File: config.mk
export PLATFORM = sky130hd
export DESIGN_NAME = four_bit_1x2_demux_buffered
export DESIGN_NICKNAME = d
export VERILOG_FILES = /design/src/rtl/demux_pkg.sv /design/src/rtl/demux_out_fifo.sv /design/src/rtl/four_bit_1x2_demux_buffered.sv
export SDC_FILE = /design/constraint.sdc
export NUM_CORES = 1
export LEC_CHECK = 0
export BUFFER_PORTS_ARGS = -buffer_cell sky130_fd_sc_hd__buf_2
export CAP_MARGIN = 15
export CORE_MARGIN = 2
export CORE_UTILIZATION = 35
export DETAILED_ROUTE_END_ITERATION = 7
export PLACE_DENSITY = 0.62
export SLEW_MARGIN = 5
export SYNTH_ARGS = -nofsm -noshare
export SYNTH_HDL_FRONTEND = slang
export SYNTH_SLANG_ARGS = --single-unit
File: constraint.sdc
create_clock -name Clock -period 2 [get_ports Clock]
set_clock_uncertainty 0.1 [all_clocks]
set_input_delay 0.3 -clock Clock [delete_from_list [all_inputs] [get_ports Clock]]
set_output_delay 0.3 -clock Clock [all_outputs]
set_load 0.01 [all_outputs]
File: src/rtl/demux_pkg.sv
// ----------------------------------------------------------------------------
// demux_pkg : shared sizing constants for the buffered 1x2 demultiplexer
// Rev 1.0
// ----------------------------------------------------------------------------
`default_nettype none

package demux_pkg;

  localparam int unsigned DEFAULT_WIDTH = 4;
  localparam int unsigned DEFAULT_DEPTH = 2;
  localparam int unsigned COUNT_W       = 8;

  // Destination encoding of the Select bit.
  typedef enum logic {
    DEST_OUT_0 = 1'b0,
    DEST_OUT_1 = 1'b1
  } dest_e;

endpackage : demux_pkg

`default_nettype wire

File: src/rtl/demux_out_fifo.sv
// ----------------------------------------------------------------------------
// demux_out_fifo : one output FIFO of the demux with a registered head word;
// delivery counter present only when DEMUX_COUNT_EN is defined.
// Rev 1.0
// ----------------------------------------------------------------------------
`default_nettype none

module demux_out_fifo
  import demux_pkg::*;
#(
  parameter int unsigned WIDTH = DEFAULT_WIDTH,
  parameter int unsigned DEPTH = DEFAULT_DEPTH
) (
  input  logic             clk,
  input  logic             rst,
  input  logic             i_push,
  input  logic [WIDTH-1:0] i_data,
  input  logic             i_ready,
  output logic [WIDTH-1:0] o_data,
  output logic             o_valid,
  output logic             o_full
`ifdef DEMUX_COUNT_EN
  ,
  output logic [COUNT_W-1:0] o_count
`endif
);

  localparam int unsigned PTR_W = (DEPTH > 1) ? $clog2(DEPTH) : 1;
  localparam int unsigned CNT_W = PTR_W + 1;
  localparam logic [CNT_W-1:0] FULL_CNT = CNT_W'(DEPTH);
  localparam logic [CNT_W-1:0] CNT_ONE  = CNT_W'(1);
  localparam logic [PTR_W-1:0] PTR_ONE  = PTR_W'(1);

  logic [WIDTH-1:0] mem_q [DEPTH];
  logic [WIDTH-1:0] mem_d [DEPTH];
  logic [PTR_W-1:0] wr_ptr_q, wr_ptr_d;
  logic [PTR_W-1:0] rd_ptr_q, rd_ptr_d;
  logic [CNT_W-1:0] count_q, count_d;
  logic [WIDTH-1:0] head_q, head_d;

  logic push_en;
  logic pop_en;
  logic empty;
  logic [PTR_W-1:0] rd_next;

  assign empty   = (count_q == '0);
  assign o_full  = (count_q == FULL_CNT);
  assign o_valid = !empty;
  assign o_data  = head_q;

  assign push_en = i_push && !o_full;
  assign pop_en  = i_ready && !empty;
  assign rd_next = rd_ptr_q + PTR_ONE;

  always_comb begin
    mem_d    = mem_q;
    wr_ptr_d = wr_ptr_q;
    rd_ptr_d = rd_ptr_q;
    count_d  = count_q;
    head_d   = head_q;

    if (push_en) begin
      mem_d[wr_ptr_q] = i_data;
      wr_ptr_d        = wr_ptr_q + PTR_ONE;
    end

    if (pop_en) begin
      rd_ptr_d = rd_next;
    end

    unique case ({push_en, pop_en})
      2'b10:   count_d = count_q + CNT_ONE;
      2'b01:   count_d = count_q - CNT_ONE;
      default: count_d = count_q;
    endcase

    // The head register tracks the entry rd_ptr will point at after this edge;
    // a word written this edge into that slot must bypass the array.
    if (pop_en) begin
      if (push_en && (wr_ptr_q == rd_next)) begin
        head_d = i_data;
      end else begin
        head_d = mem_q[rd_next];
      end
    end else if (push_en && empty) begin
      head_d = i_data;
    end
  end

  always_ff @(posedge clk) begin
    if (rst) begin
      wr_ptr_q <= '0;
      rd_ptr_q <= '0;
      count_q  <= '0;
      head_q   <= '0;
    end else begin
      wr_ptr_q <= wr_ptr_d;
      rd_ptr_q <= rd_ptr_d;
      count_q  <= count_d;
      head_q   <= head_d;
    end
  end

  // Storage carries no reset: stale entries are unreachable once count is 0.
  always_ff @(posedge clk) begin
    mem_q <= mem_d;
  end

`ifdef DEMUX_COUNT_EN
  logic [COUNT_W-1:0] deliv_q, deliv_d;

  always_comb begin
    deliv_d = deliv_q;
    if (pop_en) begin
      deliv_d = deliv_q + COUNT_W'(1);
    end
  end

  always_ff @(posedge clk) begin
    if (rst) begin
      deliv_q <= '0;
    end else begin
      deliv_q <= deliv_d;
    end
  end

  assign o_count = deliv_q;
`endif

endmodule : demux_out_fifo

`default_nettype wire

File: src/rtl/four_bit_1x2_demux_buffered.sv
// ----------------------------------------------------------------------------
// four_bit_1x2_demux_buffered : steers each input word into one of two output
// FIFOs by Select. Optional delivery counters: DEMUX_COUNT_EN. Rev 1.0
// ----------------------------------------------------------------------------
`default_nettype none

module four_bit_1x2_demux_buffered
  import demux_pkg::*;
#(
  parameter int unsigned WIDTH = DEFAULT_WIDTH,
  parameter int unsigned DEPTH = DEFAULT_DEPTH
) (
  input  logic             Clock,
  input  logic             Reset,
  input  logic [WIDTH-1:0] In,
  input  logic             Select,
  input  logic             In_Valid,
  output logic             In_Ready,
  output logic [WIDTH-1:0] Out_0,
  output logic             Out_0_Valid,
  input  logic             Out_0_Ready,
  output logic [WIDTH-1:0] Out_1,
  output logic             Out_1_Valid,
  input  logic             Out_1_Ready
`ifdef DEMUX_COUNT_EN
  ,
  output logic [COUNT_W-1:0] Count_0,
  output logic [COUNT_W-1:0] Count_1
`endif
);

  logic full_0;
  logic full_1;
  logic push_0;
  logic push_1;
  logic accept;

  // Readiness depends only on the FIFO the current word is headed for.
  assign In_Ready = !Reset && ((Select == DEST_OUT_1) ? !full_1 : !full_0);
  assign accept   = In_Valid && In_Ready;
  assign push_0   = accept && (Select == DEST_OUT_0);
  assign push_1   = accept && (Select == DEST_OUT_1);

  demux_out_fifo #(
    .WIDTH (WIDTH),
    .DEPTH (DEPTH)
  ) u_fifo_0 (
    .clk     (Clock),
    .rst     (Reset),
    .i_push  (push_0),
    .i_data  (In),
    .i_ready (Out_0_Ready),
    .o_data  (Out_0),
    .o_valid (Out_0_Valid),
    .o_full  (full_0)
`ifdef DEMUX_COUNT_EN
    ,
    .o_count (Count_0)
`endif
  );

  demux_out_fifo #(
    .WIDTH (WIDTH),
    .DEPTH (DEPTH)
  ) u_fifo_1 (
    .clk     (Clock),
    .rst     (Reset),
    .i_push  (push_1),
    .i_data  (In),
    .i_ready (Out_1_Ready),
    .o_data  (Out_1),
    .o_valid (Out_1_Valid),
    .o_full  (full_1)
`ifdef DEMUX_COUNT_EN
    ,
    .o_count (Count_1)
`endif
  );

endmodule : four_bit_1x2_demux_buffered

`default_nettype wire

; ---- Yosys cells after proc, flatten, opt, wreduce, memory -nomap -nowiden
; Index checks and enable logic that the tools add are counted.
[totals]
regBits = 32
input_bits = 10
output_inout_bits = 11
elab_cells = 85
[op_classes]
addsub = 8
order_cmp = 6
eq_ne = 8
mux = 21
bitwise = 5
n_reduce_logical = 25
[op_table]
columns = operator, n
row1 = 2-to-1 mux 4 bit, 14
row2 = bitwise mux 8 bit, 2
row3 = logical AND 1 bit, 14
row4 = demux 4 bit (select 1 bit), 2
row5 = "equality test 2 bit, second input constant", 4
row6 = ">= comparator 2 bit, second input constant", 4
row7 = inverter 1 -> 2 bit, 4
row8 = one-hot mux 2 bit (2 select lines), 2
row9 = nonzero test 2 bit, 4
row10 = logical NOT 1 bit, 5
row11 = "adder 1 bit, second input constant", 4
row12 = "adder 2 x 1 -> 2 bit, second input constant", 2
row13 = "equality test 2 x 1 -> 1 bit, second input constant", 2
row14 = logical NOT 2 bit, 2
row15 = "less-than comparator 2 x 1 -> 1 bit, second input constant", 2
row16 = "subtractor 2 x 1 -> 2 bit, second input constant", 2
row17 = equality test 1 bit, 2
row18 = 2-to-1 mux 1 bit, 1
row19 = inverter 1 bit, 1

; ---- Logic depth before layout (Yosys ltp)
; Gate-level depths: netlist of run 1.
[logic_depth]
word_depth = 10
mapped_depth = 7

; ---- Cells and area by module
; A second synthesis of run 1 with hierarchy kept.
[unflattened]
hier_cells = 144
hier_area_um2 = 1617.8
[by_module_without_submodules]
columns = module, n_inst, cells_per_inst, area_each_um2, seq_area_each_um2
row1 = demux_out_fifo, 2, 70, 779.5, 400.4
row2 = four_bit_1x2_demux_buffered, 1, 4, 58.8, 0.0

; ---- Worst setup path after synthesis of run 1
; Ideal clock, no wire load.
[synth_path]
path_type = input -> register
from = input port Select
to = register u_fifo_0.count_q[1]
setup_ns = 0.071
t_arrival_ns = 1.631
required_ns = 1.829
path_slack_ns = 0.198
path_stages = 5
n_path_buf = 0
path_cell_list = nor3b_4 -> nand2_1 -> ha_1 -> or3_1 -> a21oi_1
[synth_between]
elab_chain_cells = 7
word_cells_on_any_way = 10
classes_between = 2 x eq/ne / 2 x mux / 1 x bitwise / 5 x reduce/logical
[synth_lines]
columns = element, line
row1 = "start, declared", four_bit_1x2_demux_buffered.sv:16  ; input logic Select,
row2 = 2-to-1 mux 1 bit, four_bit_1x2_demux_buffered.sv:39  ; assign In_Ready = !Reset && ((Select == DEST_OUT_1) ? !full_1 : !full_0);
row3 = logical AND 1 bit, four_bit_1x2_demux_buffered.sv:39
row4 = logical AND 1 bit, four_bit_1x2_demux_buffered.sv:40  ; assign accept = In_Valid && In_Ready;
row5 = logical AND 1 bit *, four_bit_1x2_demux_buffered.sv:41  ; assign push_0 = accept && (Select == DEST_OUT_0);
row6 = logical AND 1 bit *, demux_out_fifo.sv:51  ; assign push_en = i_push && !o_full;
row7 = equality test 2 x 1 -> 1 bit / equality test 2 bit (equally long branches), demux_out_fifo.sv:71  ; unique case ({push_en, pop_en})
row8 = one-hot mux 2 bit (2 select lines) / nonzero test 2 bit (equally long branches), n/a
row9 = "end signal, assigned", demux_out_fifo.sv:99  ; count_q <= count_d;
row10 = "end, declared", demux_out_fifo.sv:38  ; logic [CNT_W-1:0] count_q, count_d;
; Mark *: on every way between the ends. The rest lies on a longest branch, timed or not.
; A chain may end at the register's enable or synchronous reset.

; ---- Worst setup path in the final report of run 1
[layout_path]
from = register u_fifo_1.count_q[0]
to = register u_fifo_1.count_q[1]
[layout_between]
elab_chain_cells = 9
word_cells_on_any_way = 16
classes_between = 2 x add/sub / 3 x eq/ne / 2 x mux / 9 x reduce/logical
[layout_lines]
columns = element, line
row1 = "start, declared", demux_out_fifo.sv:38
row2 = "start signal, assigned", demux_out_fifo.sv:99
row3 = equality test 2 bit, demux_out_fifo.sv:47  ; assign o_full = (count_q == FULL_CNT);
row4 = logical NOT 1 bit, "demux_out_fifo.sv:51, four_bit_1x2_demux_buffered.sv:39"
row5 = 2-to-1 mux 1 bit, four_bit_1x2_demux_buffered.sv:39
row6 = logical AND 1 bit, four_bit_1x2_demux_buffered.sv:39
row7 = logical AND 1 bit, four_bit_1x2_demux_buffered.sv:40
row8 = logical AND 1 bit, four_bit_1x2_demux_buffered.sv:42  ; assign push_1 = accept && (Select == DEST_OUT_1);
row9 = logical AND 1 bit, demux_out_fifo.sv:51
row10 = equality test 2 x 1 -> 1 bit / equality test 2 bit (equally long branches), demux_out_fifo.sv:71
row11 = one-hot mux 2 bit (2 select lines) / nonzero test 2 bit (equally long branches), n/a
; Several ways; a longest one is shown, not always the timed one.

==> results of run 1 <==
## per-stage QoR
step                      cells  util (%)  cell area [um2]
final                       217     43.26             1755
after detailed placement    209     41.29             1675
after CTS                   217     43.26             1755
after floorplan             139         -             1496
after global routing        217     43.26             1755
after global placement      209     41.29             1675
## how the worst max path moves through the flow
stage | startpoint | end | slack [ps]
after floorplan | Select | u_fifo_0.count_q[1] | 200
after global placement | Select | u_fifo_0.count_q[1] | 300
after detailed placement | Select | u_fifo_0.count_q[1] | 210
after CTS | u_fifo_1.count_q[0] | u_fifo_1.count_q[1] | 240
after global routing | u_fifo_1.count_q[0] | u_fifo_1.count_q[1] | 130
final | u_fifo_1.count_q[0] | u_fifo_1.count_q[1] | 250
## sequential cells by signal, summed over array words and instances (netlist names)
name               count
u_fifo_0.mem_q         8
u_fifo_1.mem_q         8
u_fifo_0.o_data        4
u_fifo_1.o_data        4
u_fifo_0.count_q       2
u_fifo_1.count_q       2
u_fifo_0.rd_ptr_q      1
u_fifo_0.wr_ptr_q      1
u_fifo_1.rd_ptr_q      1
u_fifo_1.wr_ptr_q      1
## area by class of cell
class | count | area, um2 | area share [%]
flip-flops and latches | 32 | 800.8 | 45.62
multi-input cells | 94 | 636.9 | 36.28
repair buffers | 27 | 152.6 | 8.696
well taps | 50 | 62.56 | 3.564
clock buffers | 6 | 72.57 | 4.134
inverters | 6 | 22.52 | 1.283
clock inverters | 2 | 7.507 | 0.4277
## worst register-to-register path, cell delays in order, from the launching register on
cell and delay [ps]:
dfxtp_1 440, nand2b_1 220, nand2_1 90, ha_1 330, or3_1 360, a21oi_1 150
## layout by cell type (no fill, tap or decap)
cell	n
a211oi_2	2
a21oi_1	4
a32oi_1	8
and3_1	8
and3b_1	1
buf_2	20
buf_4	7
clkbuf_1	1
clkbuf_8	5
clkinv_1	2
dfxtp_1	16
edfxtp_1	16
ha_1	2
inv_1	5
inv_2	1
mux2i_1	1
nand2_1	14
nand2b_1	2
nand3_1	9
nand3_4	1
nand3b_1	1
nand3b_4	1
nor2_1	7
nor2b_1	8
nor3b_4	1
o211ai_1	8
o21a_1	2
o21ai_0	3
o21ai_1	1
or3_1	2
xnor2_1	6
xor2_1	2
## logic make-up (layout without fill, tap and decap cells)
group / count (synthesis) / count (layout) / share of synthesized area (%)
and+or+nand+nor: 55 / 55 / 21.49
muxes: 1 / 1 / 0.6689
AOI/OAI and AO/OA: 28 / 28 / 14.05
xor gates and xnor gates: 8 / 8 / 4.682
DFF: 32 / 32 / 53.51
buffers and inverters: 13 / 41 / 3.929
adders and majority gates: 2 / 2 / 1.672
## layer usage
| metal | share of wire [%] | GRT usage, % | up-vias |
|---|---|---|---|
| li1 | - | - | 558 |
| met1 | 47 | 15.73 | 530 |
| met2 | 49 | 21.05 | 20 |
| met3 | 3.2 | 3.343 | 3 |
| met4 | 1.1 | 7.625 | 0 |
| met5 | 0 | 0 | - |
## power breakdown
part           total (uW)  internal, uW  switching [uW]
clock network         459           237             222
registers             809           750            59.3
logic                 353           158             196
total                1620          1140             477
==> results.cfg, run 1 <==
[synth]
ys_seq_elements = 32
synthesis.nets = 151
yosysSeqAreaShare_pct = 53.51
synth_cells = 139
synth.yosys.warnings = 0
synthTopCellsByArea = edfxtp_1, dfxtp_1, a32oi_1, o211ai_1, nand2_1
avgSynthCellArea_um2 = 10.77
synth_commonest_cells = dfxtp_1, edfxtp_1, nand2_1, nand3_1
yosysUniqueCellTypes = 30
synth-main-ff-cell = edfxtp_1
synth_top_area_share_pct = 32.11
synth-edff-count = 16
async_flop_share_pct = 0
syn_area_mm2 = 0.001496
yosysTopAreaCell = edfxtp_1

[timing]
fin_crit_ps = 1748
period_share_pct = 87.40
worst_slack_ps = 252.1
tns_ps = 0
fin_hold_ws_ps = 201.6
tightestPinTransition_ps = 412.7
fmax_mhz = 572.1
setup_viol = 0
grt_setup_unrepaired = no
finalHoldViolCount = 0
relSlewSlack_pct = 72.20
finalMaxSlewViolations = 0

[cells_and_area]
fillers = 386
fin_nets = 178
antenna_cells = 0
drive_above_1_share_pct = 22.75
syn2layout_area_growth_pct = 17.31

[setup_path]
critical-path-max-stage-delay_ps = 440
cp.depth = 5
reg2reg_from = u_fifo_1.count_q[0]
regToRegEndpoint = u_fifo_1.count_q[1]
cp.arrival_ps = 1860
crit_buf_inv = 0
crit_path_max_fanout = 6
crit_type = reg2reg
ff2ff_path_depth = 5
critPathTopFamily = simple AND/OR/NAND/NOR gates
critPathLaunchType = flip-flop
cpMaxStageDelayCell = dfxtp_1
endpoint_kind = flip-flop
cp.required_ps = 2110
cp_cell_sequence = nand2b_1 -> nand2_1 -> ha_1 -> or3_1 -> a21oi_1
r2r_setup_slack_ps = 250

[grt]
grt_overflow = 0
grt_pass1_wl_mm = 4.974
antenna_found_initial = 0
grt_usage_pct = 13.07
grt_pass1_vias = 1126
grt_max_degree = 11

[power_and_ir_drop]
finalPower_uw = 1621
p_leak_uw = 0.0006892
p_per_area_mw_per_mm2 = 923.3
vdd_drop_max_v = 0.0002645

[placed_design]
gp_congestion = 0.7640
io_buffers = 20
hpwl_mm = 2.143
place_ws_ps = 206.5

[clock_tree]
htreeDepth = 2
cts_buffer_depth = 2
post_cts_resized = 0
clk_latency_ps = 270
cts_root_buf = clkbuf_8
cts_setup_buffers = 0
cts_hold_buf = 0
clkTransAtPathRegs_ps = 70
clock_sinks = 32
cts_tree = built
cts_buffers = 5

[drt]
avgViaCountPerCell = 5.120
drt_iter0_drc = 74
ant_nets = 0
post_drt_wl_per_cell_um = 13.47
drt_pass1_iterations = 6
vias = 1111
wirelength_mm = 2.923
drcViolationCount = 0

[min_path]
min-delay-start = In[3]
min_to = u_fifo_0.mem_q[3]
hp-class = in2reg
min_path_cells = 1

[die]
row_count = 23
die_h_um = 69.39
io_pins = 21
core-area_mm2 = 0.004058
die_w_um = 69.39
die-area_mm2 = 0.004814
start_util_pct = 36.88

[run]
maxCapViolations = 0

[status]
status = complete, no violations
No activity file was read; power rests on OpenSTA's default activity.
==> run 2, diff against run 1 <==
Settings changed: CORE_UTILIZATION 35 to 40, PLACE_DENSITY 0.62 to 0.68.
==> results.cfg, run 2 (synthesis gave the netlist of run 1 again) <==
[timing]
fmax_mhz = 562.6
fin_crit_ps = 1777
relSlewSlack_pct = 70.35
fin_hold_ws_ps = 208.3
finalMaxSlewViolations = 0
setup_viol = 0
finalHoldViolCount = 0
grt_setup_unrepaired = no
tns_ps = 0
period_share_pct = 88.87
worst_slack_ps = 222.7
tightestPinTransition_ps = 440.1

[cells_and_area]
layout_commonest_cell = buf_2
fin_nets = 177
antenna_cells = 0
finalInstanceArea_mm2 = 0.001745
reg_top3 = u_fifo_0.mem_q: 8 flops, u_fifo_1.mem_q: 8 flops
syn2layout_area_growth_pct = 16.64
layout_common_cells = buf_2, dfxtp_1, edfxtp_1, nand2_1, nand3_1
drive_above_1_share_pct = 22.29

[setup_path]
critPathLaunchType = flip-flop
r2r_setup_slack_ps = 230
ff2ff_path_depth = 5
reg2reg_from = u_fifo_1.count_q[0]
cp-endpoint = In_Ready
regToRegEndpoint = u_fifo_1.count_q[1]
crit_path_max_fanout = 6
cp.arrival_ps = 1380
startpoint = u_fifo_0.count_q[0]
cp.required_ps = 1600
endpoint_kind = output port
crit_type = reg2out

[power_and_ir_drop]
vdd_drop_max_v = 0.0002466
p_leak_uw = 0.0006841
finalPower_uw = 1626
p_per_area_mw_per_mm2 = 931.5

[clock_tree]
htreeDepth = 2
cts_buffer_depth = 2
clock_sinks = 32
clkTransAtPathRegs_ps = 60
clk_latency_ps = 280
cts_root_buf = clkbuf_8
cts_hold_buf = 0
cts_buffers = 5
cts_tree = built
cts_setup_buffers = 0
post_cts_resized = 0

[placed_design]
io_buffers = 20
hpwl_mm = 2.110
detailed_place.area_mm2 = 0.001665
gp_congestion = 0.7358
place_ws_ps = 185.3

[grt]
antenna_found_initial = 0
grt_usage_pct = 15.29
grt_pass1_wl_mm = 4.843
grt_pass1_vias = 1072
grt_max_degree = 13
grt_overflow = 0

[min_path]
hp-class = in2reg

[die]
start_util_pct = 41.18
die_h_um = 65.17
row_count = 22
core-area_mm2 = 0.003633
io_pins = 21
die-area_mm2 = 0.004246
die_w_um = 65.17

[drt]
wirelength_mm = 2.947
drt_pass1_iterations = 4
ant_nets = 0
vias = 1088
drt_iter0_drc = 65
avgViaCountPerCell = 5.084
drcViolationCount = 0
post_drt_wl_per_cell_um = 13.77

[run]
maxCapViolations = 0

[status]
status = complete, no violations
==> run 2: changes by cell type in the layout (fill, tap and decap cells not counted), sizes merged <==
cell / change
clkinv: -1
buf: -1
clkbuf: +1
==> run 2: stage by stage <==
step	cells	util, %
floorplan	139	-
global placement	206	45.83
detailed placement	206	45.83
CTS	214	48.04
global route	214	48.04
finish	214	48.04
==> run 2: per-layer routing <==
metal	track usage, %	part of all wire, %	vias up
met1	18.81	45	509
met5	0	0	-
met4	8.594	2.0	0
li1	-	-	554
met2	24.11	49	19
met3	4.281	3.8	6
==> run 2: power breakdown <==
part	internal (uW)	leakage, uW	switching (uW)
sequential	750	0.000276	62.9
clock	242	0.0000399	219
combinational	156	0.000368	196
total	1150	0.000684	478
==> run 2: cell type report <==
class	instances	area, um2
multi-input cells	94	636.9
fillers	344	1888
flip-flops and latches	32	800.8
inverters	6	22.52
clock buffers	7	76.32
repair buffers	26	145.1
well taps	48	60.06
clock inverters	1	3.754
==> run 2: worst min path at each step <==
| stage | start | end | slack, ps | depth (start not counted) |
|---|---|---|---|---|
| after floorplan | In[0] | u_fifo_0.mem_q[0] | 300 | 0 |
| after global placement | u_fifo_0.o_data[3] | u_fifo_0.o_data[3] | 350 | 2 |
| after detailed placement | u_fifo_0.o_data[2] | u_fifo_0.o_data[2] | 360 | 2 |
| after CTS | In[1] | u_fifo_0.mem_q[1] | 200 | 1 |
| after global routing | In[1] | u_fifo_1.mem_q[5] | 210 | 1 |
| final | In[1] | u_fifo_1.mem_q[1] | 210 | 1 |
==> run 2: critical path: stages (launching register included) <==
cell and delay (ps):
dfxtp_1 440, nand2b_1 160, buf_4 150, mux2i_1 70
nor2_1 120, buf_2 150
